**src/rtl/save_ram_ctrl.sv**
```systemverilog
// Save-RAM arbiter: bridge loader/unloader vs. core accesses, with load/flush mode tracking.
// Optional autosave request generator is compiled in when SAVE_RAM_AUTOSAVE_EN is defined.
module save_ram_ctrl #(
  parameter int          AW          = 17,
  parameter int          DW          = 8,
  parameter int          RAM_LAT     = 1,
  parameter logic [23:0] IDLE_CYCLES = 24'd7_400_000
) (
  input  logic          clk_memory,
  input  logic          reset,
  input  logic          nvram_download,
  input  logic          nvram_upload,
  input  logic          nvram_wr,
  input  logic [AW-1:0] nvram_addr,
  input  logic [DW-1:0] nvram_dout,
  input  logic          nvram_rd,
  output logic [DW-1:0] nvram_din,
  input  logic          core_req,
  input  logic          core_we,
  input  logic [AW-1:0] core_addr,
  input  logic [DW-1:0] core_wdata,
  output logic [DW-1:0] core_rdata,
  output logic          core_ack,
  output logic          core_busy,
  output logic [AW-1:0] ram_addr,
  output logic [DW-1:0] ram_wdata,
  output logic          ram_we,
  input  logic [DW-1:0] ram_rdata,
  output logic          save_dirty,
  output logic          nvram_upload_req
);

  typedef enum logic [1:0] {RUN, LOAD, FLUSH} mode_t;
  mode_t mode_reg;

  logic               bridge_op;
  logic               bridge_wr;
  logic               bridge_rd;
  logic               core_ok;
  logic               core_issue;
  logic               core_wr_issue;
  logic               core_rd_issue;
  logic               core_rd_pending_reg;
  logic               core_rd_ack_reg;
  logic               save_dirty_reg;
  logic [DW-1:0]      nvram_din_reg;
  logic [DW-1:0]      core_rdata_reg;
  logic [RAM_LAT-1:0] tag_valid_reg;
  logic [RAM_LAT-1:0] tag_core_reg;

  // Bridge strobes always win the RAM port; the core only gets idle cycles.
  assign bridge_op     = nvram_wr || nvram_rd;
  assign bridge_wr     = !reset && nvram_wr;
  assign bridge_rd     = !reset && nvram_rd && !nvram_wr;
  assign core_ok       = (mode_reg == RUN) || ((mode_reg == FLUSH) && !core_we);
  assign core_issue    = !reset && !bridge_op && core_req && !core_rd_pending_reg && core_ok;
  assign core_wr_issue = core_issue && core_we;
  assign core_rd_issue = core_issue && !core_we;

  assign ram_addr  = bridge_op ? nvram_addr : core_addr;
  assign ram_wdata = nvram_wr ? nvram_dout : core_wdata;
  assign ram_we    = bridge_wr || core_wr_issue;

  always_ff @(posedge clk_memory) begin
    if (reset) begin
      mode_reg <= RUN;
    end else begin
      case (mode_reg)
        RUN: begin
          if (nvram_download)    mode_reg <= LOAD;
          else if (nvram_upload) mode_reg <= FLUSH;
        end
        LOAD:    if (!nvram_download) mode_reg <= RUN;
        FLUSH:   if (!nvram_upload)   mode_reg <= RUN;
        default: mode_reg <= RUN;
      endcase
    end
  end

  always_ff @(posedge clk_memory) begin
    if (reset) begin
      tag_valid_reg       <= '0;
      tag_core_reg        <= '0;
      core_rd_pending_reg <= 1'b0;
      core_rd_ack_reg     <= 1'b0;
      nvram_din_reg       <= '0;
      core_rdata_reg      <= '0;
      save_dirty_reg      <= 1'b0;
    end else begin
      tag_valid_reg[0] <= bridge_rd || core_rd_issue;
      tag_core_reg[0]  <= core_rd_issue;
      for (int i = 1; i < RAM_LAT; i++) begin
        tag_valid_reg[i] <= tag_valid_reg[i-1];
        tag_core_reg[i]  <= tag_core_reg[i-1];
      end

      core_rd_ack_reg <= 1'b0;
      if (tag_valid_reg[RAM_LAT-1]) begin
        if (tag_core_reg[RAM_LAT-1]) begin
          core_rdata_reg  <= ram_rdata;
          core_rd_ack_reg <= 1'b1;
        end else begin
          nvram_din_reg <= ram_rdata;
        end
      end

      // Pending covers the ack cycle too, so a still-high core_req is not re-issued.
      if (core_rd_issue)        core_rd_pending_reg <= 1'b1;
      else if (core_rd_ack_reg) core_rd_pending_reg <= 1'b0;

      if ((mode_reg == RUN) && nvram_download)    save_dirty_reg <= 1'b0;
      else if ((mode_reg == FLUSH) && !nvram_upload) save_dirty_reg <= 1'b0;
      else if (core_wr_issue)                     save_dirty_reg <= 1'b1;
    end
  end

  assign nvram_din  = nvram_din_reg;
  assign core_rdata = core_rdata_reg;
  assign core_ack   = !reset && (core_rd_ack_reg || core_wr_issue);
  assign core_busy  = !reset && ((mode_reg == LOAD) ||
                                 ((mode_reg == FLUSH) && core_req && core_we));
  assign save_dirty = save_dirty_reg;

`ifdef SAVE_RAM_AUTOSAVE_EN
  logic [23:0] idle_cnt_reg;
  logic        upload_req_reg;

  // Counter saturates at IDLE_CYCLES, so the request fires once per dirty episode.
  always_ff @(posedge clk_memory) begin
    if (reset) begin
      idle_cnt_reg   <= '0;
      upload_req_reg <= 1'b0;
    end else begin
      upload_req_reg <= 1'b0;
      if (core_wr_issue) begin
        idle_cnt_reg <= '0;
      end else if (save_dirty_reg && (mode_reg == RUN) && (idle_cnt_reg != IDLE_CYCLES)) begin
        idle_cnt_reg <= idle_cnt_reg + 24'd1;
        if (idle_cnt_reg == IDLE_CYCLES - 24'd1) upload_req_reg <= 1'b1;
      end
    end
  end

  assign nvram_upload_req = upload_req_reg;
`else
  logic unused_idle_cycles;
  assign unused_idle_cycles = ^IDLE_CYCLES;
  assign nvram_upload_req   = 1'b0;
`endif

endmodule

```
**config.mk**
```make
export PLATFORM = sky130hd
export DESIGN_NAME = save_ram_ctrl
export DESIGN_NICKNAME = d
export VERILOG_FILES = /design/src/rtl/save_ram_ctrl.sv
export SDC_FILE = /design/constraint.sdc
export NUM_CORES = 1
export LEC_CHECK = 0
export CAP_MARGIN = 25
export CORE_ASPECT_RATIO = 1.4
export CORE_MARGIN = 1
export CORE_UTILIZATION = 33
export CTS_CLUSTER_SIZE = 28
export DETAILED_ROUTE_END_ITERATION = 7
export PLACE_DENSITY_LB_ADDON = 0.15
export SETUP_SLACK_MARGIN = 0.3
export SYNTH_ARGS = -nofsm -noshare
export SYNTH_HDL_FRONTEND = slang
export SYNTH_SLANG_ARGS = --single-unit
```
**constraint.sdc**
```tcl
create_clock -name clk_memory -period 1.5 [get_ports clk_memory]
set_input_delay 0.225 -clock clk_memory [delete_from_list [all_inputs] [get_ports clk_memory]]
set_output_delay 0.225 -clock clk_memory [all_outputs]
set_load 0.01 [all_outputs]
```
After elaboration in Yosys (flattened, before gate mapping). Index checks and enable logic that the tools add are counted.

Register bits after elaboration: 23. Input port bits: 66. Output and inout bits: 46. Logic and storage cells: 60.

Reductions and logical operators: 35. Multiplexer cells: 10. Bitwise logic cells: 2. Eq/ne operators: 5.

Operators by type and width (number): $mux 17 (1); $logic_and 1x1->1 (16); $mux 2 (4); $mux 8 (1); $logic_not 1->1 (6); $logic_or 1x1->1 (6); $pmux 2 s3 (1); $ne 2x2->1 const B (2); $reduce_and 2->1 (2); $mux 1 (3); $ne 3x3->1 const B (1); $reduce_and 3->1 (1); $reduce_or 3->1 (1); $eq 2x1->1 const B (1); $eq 2x2->1 const B (1); $logic_not 2->1 (1); $not 1->1 (2); $reduce_bool 2->1 (1); $reduce_or 2->1 (1).

Logic depth before layout (Yosys ltp).
Word-level depth: 9. Gate-level depth with buffers: 5. Depth with buffers taken out: 3.

Worst setup path after synthesis. OpenSTA, ideal clock, no wires.

Path kind: register to output. Start point: register mode_reg[0]. End point: output port core_ack. Buffers on the path: 0. Arrival time: 0.973 ns. Slack: 0.302 ns. Data required time: 1.275 ns. Cell stages (with the launch flop): 4. Cell sequence: dfxtp_1 nor3b_4 nand4b_2 a21oi_1.

Word-level cells in the longest chain between the ends: 7. Elaborated cells between the ends (all ways): 8. Those cells by class: eq/ne: 1; reduce/logical: 7.

RTL lines: start, declared (RTL line 34) `mode_t mode_reg;`; start signal, assigned (RTL line 66) `mode_reg <= RUN;`; start signal, assigned (RTL line 70) `if (nvram_download) mode_reg <= LOAD;`; start signal, assigned (RTL line 71) `else if (nvram_upload) mode_reg <= FLUSH;`; $eq 2x2->1 (RTL line 55) `assign core_ok = (mode_reg == RUN) || ((mode_reg == FLUSH) && !core_we);`; $logic_and 1x1->1 (RTL line 55); $logic_or 1x1->1 * (RTL line 55); $logic_and 1x1->1 * (RTL line 56) `assign core_issue = !reset && !bridge_op && core_req && !core_rd_pending_reg && core_ok;`; $logic_and 1x1->1 * (RTL line 57) `assign core_wr_issue = core_issue && core_we;`; $logic_or 1x1->1 * (RTL line 119) `assign core_ack = !reset && (core_rd_ack_reg || core_wr_issue);`; $logic_and 1x1->1 * (RTL line 119); end, declared (RTL line 23) `output logic core_ack,`.

Mark *: on every way between the ends. The rest lies on a longest branch, timed or not.

Worst setup path in the final report.
Start point: register core_rd_pending_reg. End point: output port core_ack.

Word-level cells in the longest chain between the ends: 6.

RTL lines: start, declared (RTL line 43) `logic core_rd_pending_reg;`; start signal, assigned (RTL line 84) `core_rd_pending_reg <= 1'b0;`; start signal, assigned (RTL line 108) `if (core_rd_issue) core_rd_pending_reg <= 1'b1;`; start signal, assigned (RTL line 109) `else if (core_rd_ack_reg) core_rd_pending_reg <= 1'b0;`; $logic_not 1->1 (RTL line 56); $logic_and 1x1->1 (2 in series) (RTL line 56); $logic_and 1x1->1 (RTL line 57); $logic_or 1x1->1 (RTL line 119); $logic_and 1x1->1 (RTL line 119).

No other way between the ends.

==> metrics.txt <==
failing checks negative setup slack; clk_lat worst skew approximately 260 ps; period utilization 103%; drc violations 0; Peak supply drop 0.608 mV; Diodes inserted 0; Top FF cell, synth dfxtp_1; Reg area 464 µm²; Ports 112; FILL cells 270; #FFs+latches synth 23; HPWL Detailed 3090 µm; Final Setup Violations 3; GRT Residual Overflow 0; RSZ-0062 raised after global routing yes; vias in the first global route 1520; IO Port Bufs 110; yosys warns 0; r2r endpoint save_dirty; crit path max fanout 3; Design Power 1.64 mW; nets@finish ~330; Final GP Congestion 0.766; Final Max Slew Viols 0; Pwr Density 590 nW/µm²; post-synth top area share between 30% and 40%; Reg2Reg Depth 4; CP Class reg2out; area delta synth->final 122%; final hold vios 0; largest net degree at the start of global routing 21; Startpoint Class register; Fmax 650 MHz; Setup TNS Final -86.4 ps; RR Startpoint core_rd_pending_reg; Hold Crit Class in2reg; clock skew 1.98 ps; hold_ws between 300 and 400 ps; Clock Path Buffers 2; htree depth 1; Final min period ~1500 ps; r2r setup slk 340 ps; Via-to-Cell Ratio 4.87; Cells after Synth around 140; count leader, synth nand2_1; Die X 54.0 µm; TritonCTS Buffers 3; TritonRoute pass-1 iters 4; Data arrival, critical path about 1300 ps; setup ws final -38.7 ps; Hold Path Origin nvram_rd; Mapped Area 1250 µm²; Synth area leaders dfxtp_1 37%, mux2_2 14%, mux2_4 11%; initial DRC count 28; initial antenna violation count 0; DRT Wirelength 4420 µm; async set or reset register ratio after synthesis 0%; die area around 4000 µm²; max-capacitance violation count 0; Core Box Area ~3600 µm²; WHS Path Cells 4; number of placement rows 26; CTS tree yes; share of layout cells above drive strength 1 between 30% and 40%; clock tree sinks 23; clock-pin slew on the worst setup and hold paths 80 ps; Worst Path Required around 1300 ps; Initial Utilization 34.3%; Yosys top cell by area dfxtp_1; status finished with violations; sequential fraction of the synthesis area 36.8%; EDFF count, synth 0; vias 1495; leakage power 1.29 nW; multi-input logic area 797 µm²; first-pass GRT wire length 6660 µm; top cells by instance count after synthesis 26 x nand2_1, 23 x dfxtp_1, 21 x a21oi_1, 16 x mux2_2, 9 x mux2_4; die height 74.8 µm; Routed WL per cell 14.4 µm; CTS root buf clkbuf_8; CP Capture Type primary output; syn_nets 201; antenna-violating nets left 0; post-synthesis cell type count 26; Mean Syn Cell Area 9.26 µm²; hold path endpoint tag_valid_reg; total track usage 22.8%
## worst max-delay path: stages (launching register included)
cell      delay, ps
dfxtp_2         340
nor3b_4         270
nand4b_4        160
a21oi_2         140
buf_2           140
## kinds of logic after synthesis
family	Yosys count	share of synthesized area, %
mux	25	25.2
flops	23	36.8
other cells	1	0.300
buf+inv	14	6.31
simple gates	49	21.3
compound gates	23	10.0
## cell type report
type | instances | area share, %
sequential | 23 | 16.7
clock buffer | 4 | 1.62
tap | 42 | 1.89
multi-input combinational | 98 | 28.7
timing repair buffer | 136 | 50.5
inverter | 4 | 0.541
## metal layers
metal | part of all wire (%) | track usage (%) | vias up
met5 | 0 | 0 | -
met4 | 2.9 | 11.7 | 0
met3 | 8.1 | 4.24 | 11
met2 | 53 | 41.6 | 91
met1 | 36 | 24.0 | 675
li1 | - | - | 718
## layout by cell type, fill, tap and decap left out, types with 2 or more instances in the layout
cell              n
clkdlybuf4s50_1  46
dlygate4sd2_1    34
buf_6            33
nand2_1          26
mux2_4           25
dfxtp_1          20
a21oi_1          19
buf_4            12
nand3_1           8
inv_1             4
buf_12            4
nor2_1            3
clkbuf_8          3
dfxtp_2           3
buf_2             3
a21oi_2           2
nor2b_1           2
a211oi_2          2
buf_16            2
buf_8             2
## power by group
group	switching, mW	internal, mW	total [mW]	leakage, nW
Clock	0.191	0.190	0.381	0.0228
Combinational	0.205	0.415	0.620	1.08
Sequential	0.00988	0.625	0.635	0.188
Total	0.405	1.23	1.64	1.29
## what timing repair did
item	4_1_cts	5_1_grt
setup buffers	14	1
hold buffers	0	0
hold endpoints to repair	0	0
cloned	2	0
setup endpoints to repair	45	42
pin swaps	6	5
gates resized for setup	214	7
## metrics by stage
stage / instance area (µm²) / utilization, % / setup slack (ps) / instances
floorplan: 1250 / - / 302 / 135
global route: 2770 / 76.1 / -95.7 / 307
global placement: 2430 / 66.8 / -621 / 286
CTS: 2750 / 75.4 / -8.07 / 306
finish: 2770 / 76.1 / -38.7 / 307
detailed placement: 2430 / 66.8 / -611 / 286
## worst max-delay path by stage
stage,slack (ps),endpoint,startpoint,cells past startpoint
final,-40,core_ack,core_rd_pending_reg,4
after global routing,-100,core_ack,core_rd_pending_reg,4
after CTS,-8,core_ack,mode_reg[0],4
after detailed placement,-610,ram_wdata[7],nvram_wr,4
after global placement,-620,ram_addr[6],nvram_wr,5
after floorplan,300,core_ack,mode_reg[0],3
Power figures use the tool's default switching activity.
